==> src/rtl/seg7_display_bank.sv <==
// Registered N-digit 7-segment controller: load handshake, sequential leading-zero blanking, PWM dimming.
// Define SEG7_BLINK_EN to build the per-digit blink counter/phase; otherwise blink_mask is ignored.
module seg7_display_bank #(
    parameter int NUM_DIGITS = 6,
    parameter int PWM_BITS   = 4,
    parameter int BLINK_DIV  = 25_000_000
) (
    input  logic                      clk,
    input  logic                      reset_n,
    input  logic [4*NUM_DIGITS-1:0]   bcd_in,
    input  logic [NUM_DIGITS-1:0]     dp_in,
    input  logic                      load_valid,
    output logic                      load_ready,
    input  logic                      blank_lz,
    input  logic [NUM_DIGITS-1:0]     blink_mask,
    input  logic [PWM_BITS-1:0]       brightness,
    output logic [8*NUM_DIGITS-1:0]   hex_out
);

    localparam int IW = (NUM_DIGITS > 1) ? $clog2(NUM_DIGITS) : 1;

    typedef enum logic [0:0] {IDLE, SCAN} state_t;

    state_t                 state_q;
    logic [IW-1:0]          idx_q;
    logic                   zeroRun_q;
    logic [3:0]             bcdShadow_q [NUM_DIGITS];
    logic [NUM_DIGITS-1:0]  dpShadow_q;
    logic                   blankLz_q;
    logic [7:0]             staging_q   [NUM_DIGITS];
    logic [7:0]             committed_q [NUM_DIGITS];
    logic [7:0]             hex_q       [NUM_DIGITS];
    logic [7:0]             hex_d       [NUM_DIGITS];
    logic [PWM_BITS-1:0]    pwmCnt_q;
    logic [NUM_DIGITS-1:0]  blinkOff;

    logic [3:0]             curDigit;
    logic                   curDp;
    logic                   blankNow;
    logic [7:0]             glyphNow;
    logic                   pwmOn;

    function automatic logic [7:0] hexGlyph(input logic [3:0] v);
        logic [7:0] g;
        unique case (v)
            4'h0: g = 8'hC0;
            4'h1: g = 8'hF9;
            4'h2: g = 8'hA4;
            4'h3: g = 8'hB0;
            4'h4: g = 8'h99;
            4'h5: g = 8'h92;
            4'h6: g = 8'h82;
            4'h7: g = 8'hF8;
            4'h8: g = 8'h80;
            4'h9: g = 8'h90;
            4'hA: g = 8'h88;
            4'hB: g = 8'h83;
            4'hC: g = 8'hC6;
            4'hD: g = 8'hA1;
            4'hE: g = 8'h86;
            default: g = 8'h8E;
        endcase
        return g;
    endfunction

    assign load_ready = (state_q == IDLE);

    // Digit under scan; a lit dp keeps a zero visible and ends the leading-zero run.
    always_comb begin
        curDigit = bcdShadow_q[idx_q];
        curDp    = dpShadow_q[idx_q];
        blankNow = blankLz_q && zeroRun_q && (curDigit == 4'h0) && !curDp && (idx_q != '0);
        glyphNow = blankNow ? 8'hFF : (hexGlyph(curDigit) & {~curDp, 7'h7F});
    end

    always_ff @(posedge clk or negedge reset_n) begin
        if (!reset_n) begin
            state_q    <= IDLE;
            idx_q      <= '0;
            zeroRun_q  <= 1'b1;
            dpShadow_q <= '1;
            blankLz_q  <= 1'b0;
            for (int i = 0; i < NUM_DIGITS; i++) begin
                bcdShadow_q[i] <= 4'hF;
                staging_q[i]   <= 8'hFF;
                committed_q[i] <= 8'hFF;
            end
        end else begin
            unique case (state_q)
                IDLE: begin
                    if (load_valid) begin
                        for (int i = 0; i < NUM_DIGITS; i++) begin
                            bcdShadow_q[i] <= bcd_in[4*i +: 4];
                        end
                        dpShadow_q <= dp_in;
                        blankLz_q  <= blank_lz;
                        idx_q      <= IW'(NUM_DIGITS - 1);
                        zeroRun_q  <= 1'b1;
                        state_q    <= SCAN;
                    end
                end
                SCAN: begin
                    staging_q[idx_q] <= glyphNow;
                    if (!blankNow) begin
                        zeroRun_q <= 1'b0;
                    end
                    // Digit 0 is still in flight this cycle, so it is committed straight from glyphNow.
                    if (idx_q == '0) begin
                        for (int i = 0; i < NUM_DIGITS; i++) begin
                            committed_q[i] <= (i == 0) ? glyphNow : staging_q[i];
                        end
                        state_q <= IDLE;
                    end else begin
                        idx_q <= idx_q - 1'b1;
                    end
                end
                default: state_q <= IDLE;
            endcase
        end
    end

`ifdef SEG7_BLINK_EN
    localparam int BW = $clog2(BLINK_DIV);

    logic [BW-1:0] blinkCnt_q;
    logic          blinkPhase_q;

    always_ff @(posedge clk or negedge reset_n) begin
        if (!reset_n) begin
            blinkCnt_q   <= '0;
            blinkPhase_q <= 1'b0;
        end else if (blinkCnt_q == BW'(BLINK_DIV - 1)) begin
            blinkCnt_q   <= '0;
            blinkPhase_q <= ~blinkPhase_q;
        end else begin
            blinkCnt_q <= blinkCnt_q + 1'b1;
        end
    end

    assign blinkOff = blinkPhase_q ? blink_mask : '0;
`else
    localparam int unusedBlinkDiv = BLINK_DIV;
    logic unusedBlinkMask;

    assign unusedBlinkMask = ^blink_mask;
    assign blinkOff        = '0;
`endif

    assign pwmOn = (brightness == '1) || (pwmCnt_q < brightness);

    always_comb begin
        for (int i = 0; i < NUM_DIGITS; i++) begin
            hex_d[i] = (pwmOn && !blinkOff[i]) ? committed_q[i] : 8'hFF;
        end
    end

    always_ff @(posedge clk or negedge reset_n) begin
        if (!reset_n) begin
            pwmCnt_q <= '0;
            for (int i = 0; i < NUM_DIGITS; i++) begin
                hex_q[i] <= 8'hFF;
            end
        end else begin
            pwmCnt_q <= pwmCnt_q + 1'b1;
            for (int i = 0; i < NUM_DIGITS; i++) begin
                hex_q[i] <= hex_d[i];
            end
        end
    end

    always_comb begin
        for (int i = 0; i < NUM_DIGITS; i++) begin
            hex_out[8*i +: 8] = hex_q[i];
        end
    end

endmodule

==> config.mk <==
export PLATFORM = sky130hd
export DESIGN_NAME = seg7_display_bank
export DESIGN_NICKNAME = d
export VERILOG_FILES = /design/src/rtl/seg7_display_bank.sv
export SDC_FILE = /design/constraint.sdc
export NUM_CORES = 1
export LEC_CHECK = 0
export BUFFER_PORTS_ARGS = -buffer_cell sky130_fd_sc_hd__buf_2
export CORE_MARGIN = 2
export CORE_UTILIZATION = 31
export CTS_BUF_LIST = sky130_fd_sc_hd__clkbuf_16
export CTS_CLUSTER_SIZE = 28
export DETAILED_ROUTE_END_ITERATION = 8
export PLACE_DENSITY_LB_ADDON = 0.15
export SLEW_MARGIN = 25
export SYNTH_ARGS = -nofsm -noshare
export SYNTH_HDL_FRONTEND = slang
export SYNTH_SLANG_ARGS = --single-unit
==> constraint.sdc <==
create_clock -name clk -period 2.59 [get_ports clk]
set_input_delay 0.3885 -clock clk [delete_from_list [all_inputs] [get_ports clk]]
set_output_delay 0.3885 -clock clk [all_outputs]
set_load 0.05 [all_outputs]
After elaboration in Yosys (flattened, before gate mapping)

Memory sizes are Yosys's and may differ from the RTL's.
Index checks and enable logic that the tools add are counted.

Output and inout bits: 49
Register bits after elaboration: 184
Memories kept: 1
Input port bits: 44
Memory bits (read-only): 112

Memories:

| memory           | depth | width | read ports | clocked after Yosys merged registers in | wr ports | RTL line | source |
|---|---|---|---|---|---|---|---|
| (name not given) | 16    | 7     | 1          | 0                                       | 0        | 45       | `unique case (v)` |

Bitwise operators: 4
Reductions and logical operators: 14
Magnitude comparators: 4
Muxes and demuxes: 24
Add/sub/neg operators: 2
Eq/ne operators: 4

Operators by type and width:

| kind                                                                          | number |
|---|---|
| 8-bit two-way mux                                                             | 8 |
| 48-bit bitwise mux                                                            | 1 |
| 8-bit demux with 3-bit select                                                 | 1 |
| 4-bit binary-select mux with 3-bit select                                     | 1 |
| 8-bit bitwise AND                                                             | 1 |
| 4-bit two-way mux                                                             | 2 |
| 2-bit AND reduction                                                           | 4 |
| 3-bit two-way mux                                                             | 2 |
| 2-bit inequality test (second input constant)                                 | 3 |
| 3-bit case mux with 2 select lines                                            | 1 |
| 1-bit logical AND                                                             | 5 |
| 1-bit two-way mux                                                             | 5 |
| 4-bit by 1-bit adder with 4-bit output (second input constant)                | 1 |
| 4-bit equality test (second input constant)                                   | 1 |
| 4-bit greater-or-equal comparator (second input constant)                     | 1 |
| 4-bit zero test                                                               | 1 |
| 3-bit by 4-bit less-than comparator with 1-bit output (second input constant) | 1 |
| 4-bit by 1-bit less-than comparator with 1-bit output (second input constant) | 1 |
| 4-bit less-than comparator                                                    | 1 |
| 3-bit inverter with 4-bit output                                              | 1 |
| 1-bit case mux with 2 select lines                                            | 2 |
| 1-bit binary-select mux with 3-bit select                                     | 1 |
| 3-bit zero test                                                               | 1 |
| 3-bit nonzero test                                                            | 1 |
| other kinds (4)                                                               | 5 |

Longest topological paths before layout

Word-level depth: 10
Depth in mapped cells: 13
Gate-level depth less buffers: 11

Least setup slack after synthesis

Ideal clock, no wire load.

Path type: register to register
From: reg idx_q[0]
To: reg staging_q[1] (netlist name)
Setup slack: -0.203 ns
Data arrival time: 2.714 ns
Buffers on the path: 2
Cell stages (with the launch flop): 14
Path through: dfrtp_1 -> buf_6 -> buf_2 -> mux2_2 -> nand2_1 -> o221ai_1 -> inv_1 -> ha_1 -> nand3_1 -> nor2_1 -> nand3_1 -> mux2_2 -> a21o_1 -> o21ai_0

Word-level cells in the longest chain between the ends: 10

Ends and longest elaborated chain:

| element                                                                        | RTL line | source |
|---|---|---|
| from (decl)                                                                    | 25       | `logic [IW-1:0] idx_q;` |
| from (signal assigned)                                                         | 97       | `idx_q <= IW'(NUM_DIGITS - 1);` |
| from (signal assigned)                                                         | 114      | `idx_q <= idx_q - 1'b1;` |
| parallel branches: the longest is 9 deep, another holds memory read 16 x 7 bit | -        |  |
| 48-bit bitwise mux *                                                           | 103      | `staging_q[idx_q] <= glyphNow;` |
| to (signal, indexed assignment)                                                | 103      |  |
| to (decl)                                                                      | 30       | `logic [7:0] staging_q [NUM_DIGITS];` |

Mark *: on every way between the ends. The select of a mux whose other input is x is not followed.
A chain may end at the register's enable or synchronous reset.

Worst setup path after layout

From: reg idx_q[0]
To: reg staging_q[3] (netlist name)

Same word-level chain as after synthesis.

==> results.yml <==
status:
  run_status: "completed"
sta:
  final_min_period_over_clock_period_pct: 96.7
  tightest_slew_ps: 644
  final.setup.tns_ps: 0
  fin_hold_ws_ps: 192
  finalSetupViolCount: 0
  achievable-frequency_ghz: 0.399
  timing_hold_violations_final: 0
  min_period_ps: 2510
  maxSlewHeadroom_pct: 56.9
  finalMaxSlewViolations: 0
  grt_setup_unrepaired: "true"
  clock-skew-final_ps: 9.67
place:
  numPortBuffers: 86
  numPlacedInstances: 893
  dp_hpwl_mm: 9.56
  routabilityCongestion: 0.756
  total_cell_area_at_the_placement_stage_sq_mm: 0.00796
yosys:
  syn-mean-instance-area_sq_um: 13.4
  number_of_enable_type_register_cells_in_the_synthesized_netlist: 0
  async_reset_ff_share_pct: 100
  ys_types: 39
  syn-num-nets: 582
  synth_flop_cell: "dfstp_2"
  synth-seq-cells: 176
  syn_area_sq_mm: 0.00706
  postSynthCellCount: 526
  ys_seq_area_share_pct: 65.4
  yosysWarnings: 0
min_path:
  hold_depth: 2
  type_of_the_worst_min_delay_path: "input port to register"
  timing.hold.worst_endpoint: "bcdShadow_q[18]"
  hold_path_startpoint: "bcd_in[6]"
global_routing:
  grt_max_degree: 61
  grt_pass1_wl_mm: 23.4
  first_global_vias: 4377
  grtUsageTotal_pct: 12.6
  antenna_violations_before_repair: 1
  grt_overflow_total: 0
critical_path:
  worst_path_max_delay_cell: "dfrtp_2"
  timing.critical_path.fanout_max: 10
  critical_path_arrival_ps: 2830
  critPathKind: "register to register"
  worstSetupStartpointType: "register"
  regToRegEndpoint: "staging_q[3]"
  worst-r2r-cell-count: 10
  worst-r2r-setup-slack_ps: 80
  ordered_list_of_cells_on_the_worst_path: "buf_12 > mux2_2 > a222oi_1 > buf_4 > buf_4 > and2b_1 > a31oi_1 > mux2i_2 > buf_4 > o21ai_0"
  timing.critical_path.slowest_cell_delay_ps: 420
  reg2reg_from: "idx_q[0]"
  critical_path.most_common_cell: "buf_4"
  worstSetupEndpointType: "register"
  critical_path_required_ps: 2920
routing:
  route.antenna.remaining_nets: 0
  wl_per_cell_um: 15.4
  drt_drc_violations_left: 0
  drt_iter0_drc: 163
  via_per_inst: 4.47
  wirelength_mm: 14.4
  route.vias.total: 4181
  drt_first_pass_iters: 4
finish:
  mostFrequentLayoutCell: "dfstp_2"
  most-common-layout-cells: "dfstp_2, buf_2, mux2_2"
  design.final.nets: 693
  drive_gt1_share_pct: 70.9
  final_instance_area_sq_mm: 0.00869
  layout.core_utilization_pct: 38.6
  layout.filler_cells: 2135
  stdcell_count: 936
  area.growth.synth_to_final_pct: 23.1
  seqCellArea_sq_mm: 0.00461
  multi_input_comb_area_sq_mm: 0.00238
die:
  die-height_um: 155
  area_enclosed_by_the_die_boundary_sq_mm: 0.0240
  row_count: 55
  dieWidth_um: 155
  ioPinCount: 93
  core_ar_sq_mm: 0.0225
  initial_utilization_pct: 31.4
power:
  p_per_area_mw_per_mm2: 1570
  static-leakage-power_nw: 3.80
  peakVddDrop_uv: 761
cts:
  tritoncts_clock_tree: "built"
  cts_buffers: 17
  cts_root_buf: "clkbuf_16"
  cts-root-to-sink-buffers: 2
  htree_levels: 4
  clk_pin_slew_worst_paths_ps: 70
  tritoncts_sink_count: 176
  clkLatencyLatePin_ps: 420
job:
  cap_violations: 0
==> cells in the mapped netlist (all sizes together) (2+ instances only) <==
cell type,n,area [sq um]
mux2i,9,93.8
o21ai,49,245
a21oi,8,40.0
ha,12,150
a222oi,2,20.0
nand3,6,30.0
xnor2,2,17.5
nor2b,4,25.0
clkbuf,21,78.8
nand2b,5,31.3
nor3,3,15.0
o221ai,2,23.8
nor2,10,37.5
mux2,81,916
a21o,3,22.5
inv,11,41.3
dfstp,167,4390
buf,4,31.3
a31oi,2,18.8
nand2,56,210
o22ai,2,12.5
o32ai,2,17.5
dfrtp,9,225
or2,48,300
==> cell families after synthesis <==
logic type / share of synthesized area [%]
AOI/OAI and AO/OA: 6.26
xor gates and xnor gates: 0.372
adders and majority gates: 2.13
buffers and inverters: 2.15
DFF: 65.4
muxes: 14.3
and+or+nand+nor: 9.40
==> state kept, by name (all words and copies together) (netlist names) <==
name / flops
dpShadow_q: 6
idx_q: 3
state_q: 1
blankLz_q: 1
bcdShadow_q: 24
committed_q: 48
hex_out: 48
staging_q: 40
zeroRun_q: 1
pwmCnt_q: 4
==> report_power, final <==
| part | internal (W) | switching [W] | total, W |
|---|---|---|---|
| Sequential | 0.00470 | 0.000525 | 0.00522 |
| Clock | 0.00143 | 0.00108 | 0.00252 |
| Combinational | 0.00234 | 0.00358 | 0.00592 |
==> through the flow <==
stage	total power (W)	setup WS, ps
final	0.0137	84.6
after CTS	0.0134	3.47
after floorplan	0.00902	1.26
after global routing	0.0146	-96.6
after global placement	0.0107	-228
after detailed placement	0.0108	-243
==> how the worst max path moves through the flow <==
| stage | cells after the start | end | from |
|---|---|---|---|
| 2_1_floorplan | 13 | staging_q[1] | idx_q[0] |
| 3_3_place_gp | 8 | staging_q[5] | idx_q[0] |
| 3_5_place_dp | 8 | staging_q[21] | idx_q[0] |
| 4_1_cts | 8 | staging_q[30] | idx_q[0] |
| 5_1_grt | 10 | staging_q[3] | idx_q[0] |
| 6_report | 10 | staging_q[3] | idx_q[0] |
==> worst max-delay path, delay by kind of cell (launching register included) <==
| family | cells | cell delay, ps |
|---|---|---|
| AO/OA/AOI/OAI | 3 | 690 |
| buffers and inverters | 4 | 650 |
| flip-flops | 1 | 420 |
| multiplexers | 2 | 470 |
| AND/OR/NAND/NOR | 1 | 190 |
==> cell type report <==
cell class | count | share of cell area (%)
diodes | 1 | 0.0288
clock buffers | 17 | 4.90
clock inverters | 15 | 1.79
inverters | 11 | 0.475
multi-input cells | 314 | 27.4
flip-flops and latches | 176 | 53.1
well taps | 285 | 4.11
repair buffers | 117 | 8.21
==> layer usage <==
metal / track usage (%) / wire (um) / vias to the layer above
li1: - / - / 2015
met1: 16.2 / 6640 / 2071
met2: 20.1 / 6850 / 83
met3: 4.18 / 753 / 12
met4: 4.06 / 166 / 0
met5: 0 / 0 / -
==> timing repair <==
| action | in CTS | in global routing |
|---|---|---|
| gates resized for setup | 4 | 15 |
| hold buffers | 1 | 0 |
| gates cloned | 0 | 1 |
| pin swaps | 0 | 3 |
| hold endpoints to repair | 4 | 0 |
| endpoints found under the setup margin | 13 | 41 |
| setup buffers | 0 | 8 |
(Power assumes the default switching activity.)
